===== src/rtl/mfm_pkg.sv =====
// mfm_pkg: shared MFM constants, state/status encodings and the CRC-CCITT byte step
// used by the sector sequencer and its optional CRC checker.
package mfm_pkg;

    localparam logic [15:0] SYNC_MFM = 16'h4489;
    localparam logic [7:0]  IDAM     = 8'hFE;
    localparam logic [7:0]  DAM      = 8'hF8;
    localparam logic [15:0] CRC_INIT = 16'hFFFF;
    localparam logic [15:0] CRC_POLY = 16'h1021;

    typedef enum logic [2:0] {
        ST_OK           = 3'd0,
        ST_ID_TIMEOUT   = 3'd1,
        ST_ID_CRC       = 3'd2,
        ST_DATA_TIMEOUT = 3'd3,
        ST_DATA_CRC     = 3'd4,
        ST_BAD_MARK     = 3'd5,
        ST_ABORTED      = 3'd6
    } status_e;

    typedef enum logic [2:0] {
        S_IDLE,
        S_HUNT_ID,
        S_READ_ID,
        S_HUNT_DATA,
        S_READ_DATA,
        S_FINISH
    } state_e;

    function automatic logic [15:0] crc16_byte(input logic [15:0] crc, input logic [7:0] data);
        logic [15:0] c;
        c = crc;
        for (int i = 7; i >= 0; i--) begin
            c = {c[14:0], 1'b0} ^ ((c[15] ^ data[i]) ? CRC_POLY : 16'h0000);
        end
        return c;
    endfunction

    // The three A1 sync bytes never reach byte_buffer as framed data, so they are folded into the preset.
    localparam logic [15:0] CRC_SYNC_PRESET =
        crc16_byte(crc16_byte(crc16_byte(CRC_INIT, 8'hA1), 8'hA1), 8'hA1);

endpackage


===== src/rtl/mfm_crc16.sv =====
// mfm_crc16: byte-serial CRC-CCITT over a framed MFM field; flags a zero residue
// for the running CRC after the byte currently on data_i is absorbed.
module mfm_crc16
    import mfm_pkg::*;
(
    input  logic       clk_i,
    input  logic       rst_i,
    input  logic       clear_i,
    input  logic       enable_i,
    input  logic [7:0] data_i,
    output logic       residue_zero_o
);

    logic [15:0] crc_q, crc_d;

    always_comb begin
        crc_d = crc_q;
        if (clear_i) begin
            crc_d = CRC_SYNC_PRESET;
        end else if (enable_i) begin
            crc_d = crc16_byte(crc_q, data_i);
        end
    end

    always_ff @(posedge clk_i or posedge rst_i) begin
        if (rst_i) begin
            crc_q <= CRC_SYNC_PRESET;
        end else begin
            crc_q <= crc_d;
        end
    end

    // Look-ahead so the sequencer can decide on the same cycle it samples the last CRC byte.
    assign residue_zero_o = (crc16_byte(crc_q, data_i) == 16'h0000);

endmodule


===== src/rtl/mfm_sector_sequencer.sv =====
// mfm_sector_sequencer: hunts the A1 sync, matches the ID field, streams the data field.
// Build option MFM_CRC_CHECK_EN adds CRC verification of ID and data fields.
module mfm_sector_sequencer
    import mfm_pkg::*;
#(
    parameter int SECTOR_BYTES     = 512,
    parameter int ID_TIMEOUT_CELLS = 200000,
    parameter int DATA_GAP_CELLS   = 1024
) (
    input  logic        clk_5,
    input  logic        reset,
    input  logic        start,
    input  logic        abort,
    input  logic [9:0]  target_cyl,
    input  logic [2:0]  target_head,
    input  logic [7:0]  target_sector,
    input  logic [15:0] mfm_buffer,
    input  logic [7:0]  byte_buffer,
    output logic        busy,
    output logic        done,
    output logic [2:0]  status,
    output logic [7:0]  data_out,
    output logic        data_valid
);

    localparam int IDT_W = $clog2(ID_TIMEOUT_CELLS);
    localparam int GAP_W = $clog2(DATA_GAP_CELLS);
    localparam int IDX_W = ($clog2(SECTOR_BYTES + 3) > 3) ? $clog2(SECTOR_BYTES + 3) : 3;

    localparam logic [IDT_W-1:0] ID_LAST        = IDT_W'(ID_TIMEOUT_CELLS - 1);
    localparam logic [GAP_W-1:0] GAP_LAST       = GAP_W'(DATA_GAP_CELLS - 1);
    localparam logic [IDX_W-1:0] ID_LAST_BYTE   = IDX_W'(5);
    localparam logic [IDX_W-1:0] DATA_LAST_BYTE = IDX_W'(SECTOR_BYTES + 2);

    state_e           state_q, state_d;
    status_e          status_q, status_d;
    logic [IDT_W-1:0] id_timer_q, id_timer_d;
    logic [GAP_W-1:0] gap_timer_q, gap_timer_d;
    logic [3:0]       phase_q, phase_d;
    logic [IDX_W-1:0] byte_idx_q, byte_idx_d;
    logic             id_match_q, id_match_d;
    logic [7:0]       data_out_q, data_out_d;
    logic             data_valid_q, data_valid_d;

    logic sample;
    logic sync_seen;
    logic crc_ok;

    assign sample    = (phase_q == 4'hF);
    assign sync_seen = (mfm_buffer == SYNC_MFM);

`ifdef MFM_CRC_CHECK_EN
    logic crc_clear;
    logic crc_enable;

    assign crc_clear  = (state_q == S_HUNT_ID) || (state_q == S_HUNT_DATA);
    assign crc_enable = sample && ((state_q == S_READ_ID) || (state_q == S_READ_DATA));

    mfm_crc16 u_crc (
        .clk_i          (clk_5),
        .rst_i          (reset),
        .clear_i        (crc_clear),
        .enable_i       (crc_enable),
        .data_i         (byte_buffer),
        .residue_zero_o (crc_ok)
    );
`else
    assign crc_ok = 1'b1;
`endif

    always_comb begin
        // NOTE: every _d gets its hold value first, so no path through the case can infer a latch.
        state_d      = state_q;
        status_d     = status_q;
        id_timer_d   = id_timer_q;
        gap_timer_d  = gap_timer_q;
        phase_d      = phase_q + 4'd1;
        byte_idx_d   = byte_idx_q;
        id_match_d   = id_match_q;
        data_out_d   = data_out_q;
        data_valid_d = 1'b0;

        unique case (state_q)
            S_IDLE: begin
                if (start) begin
                    state_d    = S_HUNT_ID;
                    id_timer_d = '0;
                end
            end
            S_HUNT_ID: begin
                id_timer_d = (id_timer_q == ID_LAST) ? id_timer_q : id_timer_q + IDT_W'(1);
                if (sync_seen) begin
                    state_d    = S_READ_ID;
                    phase_d    = '0;
                    byte_idx_d = '0;
                    id_match_d = 1'b1;
                end else if (id_timer_q == ID_LAST) begin
                    state_d  = S_FINISH;
                    status_d = ST_ID_TIMEOUT;
                end
            end
            S_READ_ID: begin
                if (sample) begin
                    byte_idx_d = byte_idx_q + IDX_W'(1);
                    if (byte_idx_q == IDX_W'(0) && byte_buffer != IDAM) begin
                        state_d = S_HUNT_ID;
                    end else if (byte_idx_q == IDX_W'(1)) begin
                        id_match_d = id_match_q & (byte_buffer == target_cyl[7:0]);
                    end else if (byte_idx_q == IDX_W'(2)) begin
                        id_match_d = id_match_q &
                                     (byte_buffer == {target_cyl[9:8], 3'b000, target_head});
                    end else if (byte_idx_q == IDX_W'(3)) begin
                        id_match_d = id_match_q & (byte_buffer == target_sector);
                    end else if (byte_idx_q == ID_LAST_BYTE) begin
                        if (!crc_ok) begin
                            state_d  = S_FINISH;
                            status_d = ST_ID_CRC;
                        end else if (!id_match_q) begin
                            state_d = S_HUNT_ID;
                        end else begin
                            state_d     = S_HUNT_DATA;
                            gap_timer_d = '0;
                        end
                    end
                end
            end
            S_HUNT_DATA: begin
                gap_timer_d = (gap_timer_q == GAP_LAST) ? gap_timer_q : gap_timer_q + GAP_W'(1);
                if (sync_seen) begin
                    state_d    = S_READ_DATA;
                    phase_d    = '0;
                    byte_idx_d = '0;
                end else if (gap_timer_q == GAP_LAST) begin
                    state_d  = S_FINISH;
                    status_d = ST_DATA_TIMEOUT;
                end
            end
            S_READ_DATA: begin
                if (sample) begin
                    byte_idx_d = byte_idx_q + IDX_W'(1);
                    if (byte_idx_q == IDX_W'(0)) begin
                        if (byte_buffer != DAM) begin
                            state_d  = S_FINISH;
                            status_d = ST_BAD_MARK;
                        end
                    end else if (byte_idx_q <= IDX_W'(SECTOR_BYTES)) begin
                        data_out_d   = byte_buffer;
                        data_valid_d = 1'b1;
                    end else if (byte_idx_q == DATA_LAST_BYTE) begin
                        state_d  = S_FINISH;
                        status_d = crc_ok ? ST_OK : ST_DATA_CRC;
                    end
                end
            end
            S_FINISH: begin
                state_d = S_IDLE;
            end
            default: begin
                state_d = S_IDLE;
            end
        endcase

        // Abort overrides whatever the active state decided this cycle, including a payload strobe.
        if (abort && state_q != S_IDLE && state_q != S_FINISH) begin
            state_d      = S_FINISH;
            status_d     = ST_ABORTED;
            data_out_d   = data_out_q;
            data_valid_d = 1'b0;
        end
    end

    always_ff @(posedge clk_5 or posedge reset) begin
        // NOTE: sequential state is updated with non-blocking assignments only.
        if (reset) begin
            state_q      <= S_IDLE;
            status_q     <= ST_OK;
            id_timer_q   <= '0;
            gap_timer_q  <= '0;
            phase_q      <= '0;
            byte_idx_q   <= '0;
            id_match_q   <= 1'b0;
            data_out_q   <= '0;
            data_valid_q <= 1'b0;
        end else begin
            state_q      <= state_d;
            status_q     <= status_d;
            id_timer_q   <= id_timer_d;
            gap_timer_q  <= gap_timer_d;
            phase_q      <= phase_d;
            byte_idx_q   <= byte_idx_d;
            id_match_q   <= id_match_d;
            data_out_q   <= data_out_d;
            data_valid_q <= data_valid_d;
        end
    end

    assign busy       = (state_q != S_IDLE) && (state_q != S_FINISH);
    assign done       = (state_q == S_FINISH);
    assign status     = status_q;
    assign data_out   = data_out_q;
    assign data_valid = data_valid_q;

endmodule

===== config.mk =====
export PLATFORM = sky130hd
export DESIGN_NAME = mfm_sector_sequencer
export DESIGN_NICKNAME = d
export VERILOG_FILES = /design/src/rtl/mfm_pkg.sv /design/src/rtl/mfm_crc16.sv /design/src/rtl/mfm_sector_sequencer.sv
export SDC_FILE = /design/constraint.sdc
export NUM_CORES = 1
export LEC_CHECK = 0
export ABC_AREA = 1
export BUFFER_PORTS_ARGS = -buffer_cell sky130_fd_sc_hd__buf_2
export CORE_MARGIN = 1
export CORE_UTILIZATION = 60
export CTS_CLUSTER_DIAMETER = 120
export DETAILED_ROUTE_END_ITERATION = 16
export PLACE_DENSITY = 0.85
export SYNTH_ARGS = -nofsm -noshare
export SYNTH_HDL_FRONTEND = slang
export SYNTH_SLANG_ARGS = --single-unit

===== constraint.sdc =====
create_clock -name clk_5 -period 4.4 [get_ports clk_5]
set_input_delay 0.88 -clock clk_5 [delete_from_list [all_inputs] [get_ports clk_5]]
set_output_delay 0.88 -clock clk_5 [all_outputs]
set_load 0.02 [all_outputs]

==> run_results.csv <==
group,metric,value,unit
outcome,outcome,"completed",
global_route,antenna_found_initial,0,
place,io_buffers,62,
pwr,power_density,419.2,nW/um^2
synthesis,seq_area_frac_synth,36.94,%
detailed_routing,avgViaCountPerCell,5.689,
worst_hold_path,hp-class,"reg -> reg",
floorplanning,fp.coreArea,6350,sq um
critical_path,worst_setup_path_start_kind,"register",
global_route,grt_pass1_wl,16.67,mm
sta,period_share,59.50,%
clocking,clk_transition_reported_paths,0.07,ns
sta,setup-tns-final,0,ns
pwr,p_switching,806.6,uW
critical_path,cp-startpoint,"state_q[0]$_DFFE_PP0P_",
final_layout,stdcell_area,4491,sq um
detailed_routing,ant_nets,0,
clocking,cts_max_level,3,
sta,relSlewSlack,46.52,%
synthesis,synth.most_common_cell,"nand2_1",
synthesis,yosys_warnings,0,
pwr,switching_share,42.85,%
pwr,p_seq_share,36.8,%
detailed_routing,routedWlPerCell,14.02,um
global_route,grt_max_degree,39,
sta,fin_hold_ws,0.4786,ns
sta,fmax,382.0,MHz
clocking,cts_sinks,58,
floorplanning,start_util,61.87,%
clocking,cts_max_path_buffers,2,
place,finalWeightedCongestion,1.047,
pwr,p_int,1076,uW
synthesis,synth_commonest_cells,"nand2_1 (129), inv_1 (78), nand3_1 (61), dfrtp_1 (58), nor2_1 (44)",
sta,final.min_clock_period,2.618,ns
floorplanning,die_area,6876,sq um
detailed_routing,drtIter0Drc,413,
critical_path,crit_type,"reg -> reg",
run,cap_violations,0,
synthesis,synth_top_area_share,36.94,%
synthesis,synth-edff-count,0,
floorplanning,rows,29,
critical_path,r2r_slack,1.78,ns
detailed_routing,drc_errors,0,
synthesis,syn_inst,555,
critical_path,timing.rr.start,"state_q[0]$_DFFE_PP0P_",
pwr,p_leak,0.002282,uW
detailed_routing,vias,3994,
synthesis,ys_types,43,
place,hpwl,7.222,mm
final_layout,drive_above_1_share,19.84,%
sta,drv_slew,0,
pwr,p_clk_share,26.2,%
final_layout,multi_input_area,2097,sq um
clocking,cts_made_buffers,9,
clocking,cts_tree,"yes",
global_route,overflow,0,
detailed_routing,dr.pass1.iters,5,
critical_path,crit_end,"id_timer_q[5]$_DFFE_PP0P_",
synthesis,synth_area,3929,sq um
clocking,post_cts_resized,0,
final_layout,regArea,1451,sq um
synthesis,ys.flop_type,"dfrtp_1",
place,place_area,4289,sq um
sta,fin_worst_skew,0.01285,ns
critical_path,cp.arrival,2.85,ns
clocking,clock_latency,0.35,ns
synthesis,synthesis.nets,611,
synthesis,ys_seq_elements,58,
critical_path,worst-path-max-fanout,13,
critical_path,r2r_end,"id_timer_q[5]$_DFFE_PP0P_",
synthesis,synth_area_leaders,"dfrtp_1 (37%), nand2_1 (12%), nand3_1 (7.8%)",
final_layout,num-fill-cells,514,
global_route,grt_pass1_vias,3811,
final_layout,syn_to_final_growth,14.30,%
critical_path,cp.required,4.63,ns
detailed_routing,wirelength,9.842,mm
floorplanning,die_w,82.92,um
sta,hold_violations,0,
sta,rsz0062_at_grt,"false",
synthesis,synth.avg_cell_area,7.079,sq um
final_layout,fin_nets,676,
pwr,combPwrFrac,37.0,%
synthesis,synth_top_cell_by_area,"dfrtp_1",
clocking,cts_hold_buffers,0,
sta,setup-violations-final,0,
clocking,cts_setup_buffers,0,
synthesis,synth-async-reset-ratio,100.0,%
floorplanning,die_y,82.92,um
sta,worst_pin_slew,0.8010,ns
floorplanning,io_pins,63,
pwr,ir_drop,0.0002981,V
critical_path,reg2reg_depth,12,
final_layout,antenna_cells,0,
critical_path,end_kind,"register",
global_route,grt_use_total,30.19,%
clocking,clockRootBuffer,"clkbuf_8",
worst_hold_path,holdCritStartpoint,"status[1]$_DFFE_PP0P_",
[layout by cell type, fill, tap and decap left out, drive strengths merged, types with 13 or more instances in the layout]
| master | n |
|---|---|
| a21oi | 16 |
| buf | 63 |
| dfrtp | 58 |
| inv | 87 |
| nand2 | 135 |
| nand3 | 62 |
| nand4 | 18 |
| nor2 | 52 |
| nor3 | 20 |
| o21ai | 35 |
| xor2 | 13 |
[power by group through the flow]
stage               sequential (uW)  clock [uW]  combinational [uW]
floorplan                       696           0                 511
global placement                695           0                 647
detailed placement              700           0                 666
CTS                             690         499                 685
global route                    703         524                 771
finish                          692         493                 697
[critical path: stages, from the launching register on]
cell and delay (ns):
dfrtp_1 0.42, inv_2 0.14, nor2_1 0.09, nand2_1 0.41, inv_2 0.22, o21bai_2 0.30
inv_2 0.07, o21ai_2 0.22, inv_2 0.22, nand2_1 0.18, nor2_1 0.06, o22ai_1 0.11
nor2_1 0.06
[layer usage]
metal  vias to the layer above  wire length [um]  global-route usage, %
met5                         -                 0                      0
met2                       186              4749                  49.55
li1                       1945                 -                      -
met4                         0               260                  13.01
met3                        36               710                  7.555
met1                      1827              4121                  37.86
[per-stage QoR]
step                      util (%)  total power [uW]  cells  setup slack (ns)
final                        70.72              1882    702             1.782
after global placement       67.55              1342    686             2.057
after CTS                    70.72              1874    702             1.851
after detailed placement     67.55              1366    686             1.894
after global routing         70.72              1997    702             1.626
after floorplan                  -              1207    555             2.092
[state kept, by name, summed over array words and instances, names as in the netlist]
signal / flops
id_timer_q: 18
byte_idx_q: 10
gap_timer_q: 10
data_out: 8
phase_q: 4
state_q: 3
status: 3
data_valid: 1
id_match_q: 1
[cell type report]
class / instances / share of cell area (%)
multi-input combinational: 401 / 46.70
sequential: 58 / 32.32
inverter: 87 / 7.272
timing repair buffer: 63 / 7.077
clock buffer: 9 / 2.758
tap: 77 / 2.145
clock inverter: 7 / 1.727
[worst min-delay path by stage]
stage               cells past startpoint                          to  slack (ns)
floorplan                               1  id_timer_q[13]$_DFFE_PP0P_        0.44
global placement                        2       status[2]$_DFFE_PP0P_        0.45
detailed placement                      2       status[1]$_DFFE_PP0P_        0.47
CTS                                     2       status[1]$_DFFE_PP0P_        0.48
global route                            2     data_out[0]$_DFFE_PP0P_        0.50
finish                                  2       status[1]$_DFFE_PP0P_        0.48
[cells by family after synthesis]
group                      Yosys count  share of synthesized area [%]
and+or+nand+nor                    301                          35.51
buffers and inverters               96                          9.681
AOI/OAI and AO/OA                   77                          12.07
DFF                                 58                          36.94
xor gates and xnor gates            16                          3.567
adders and majority gates            7                          2.229
Power figures use the tool's default switching activity.
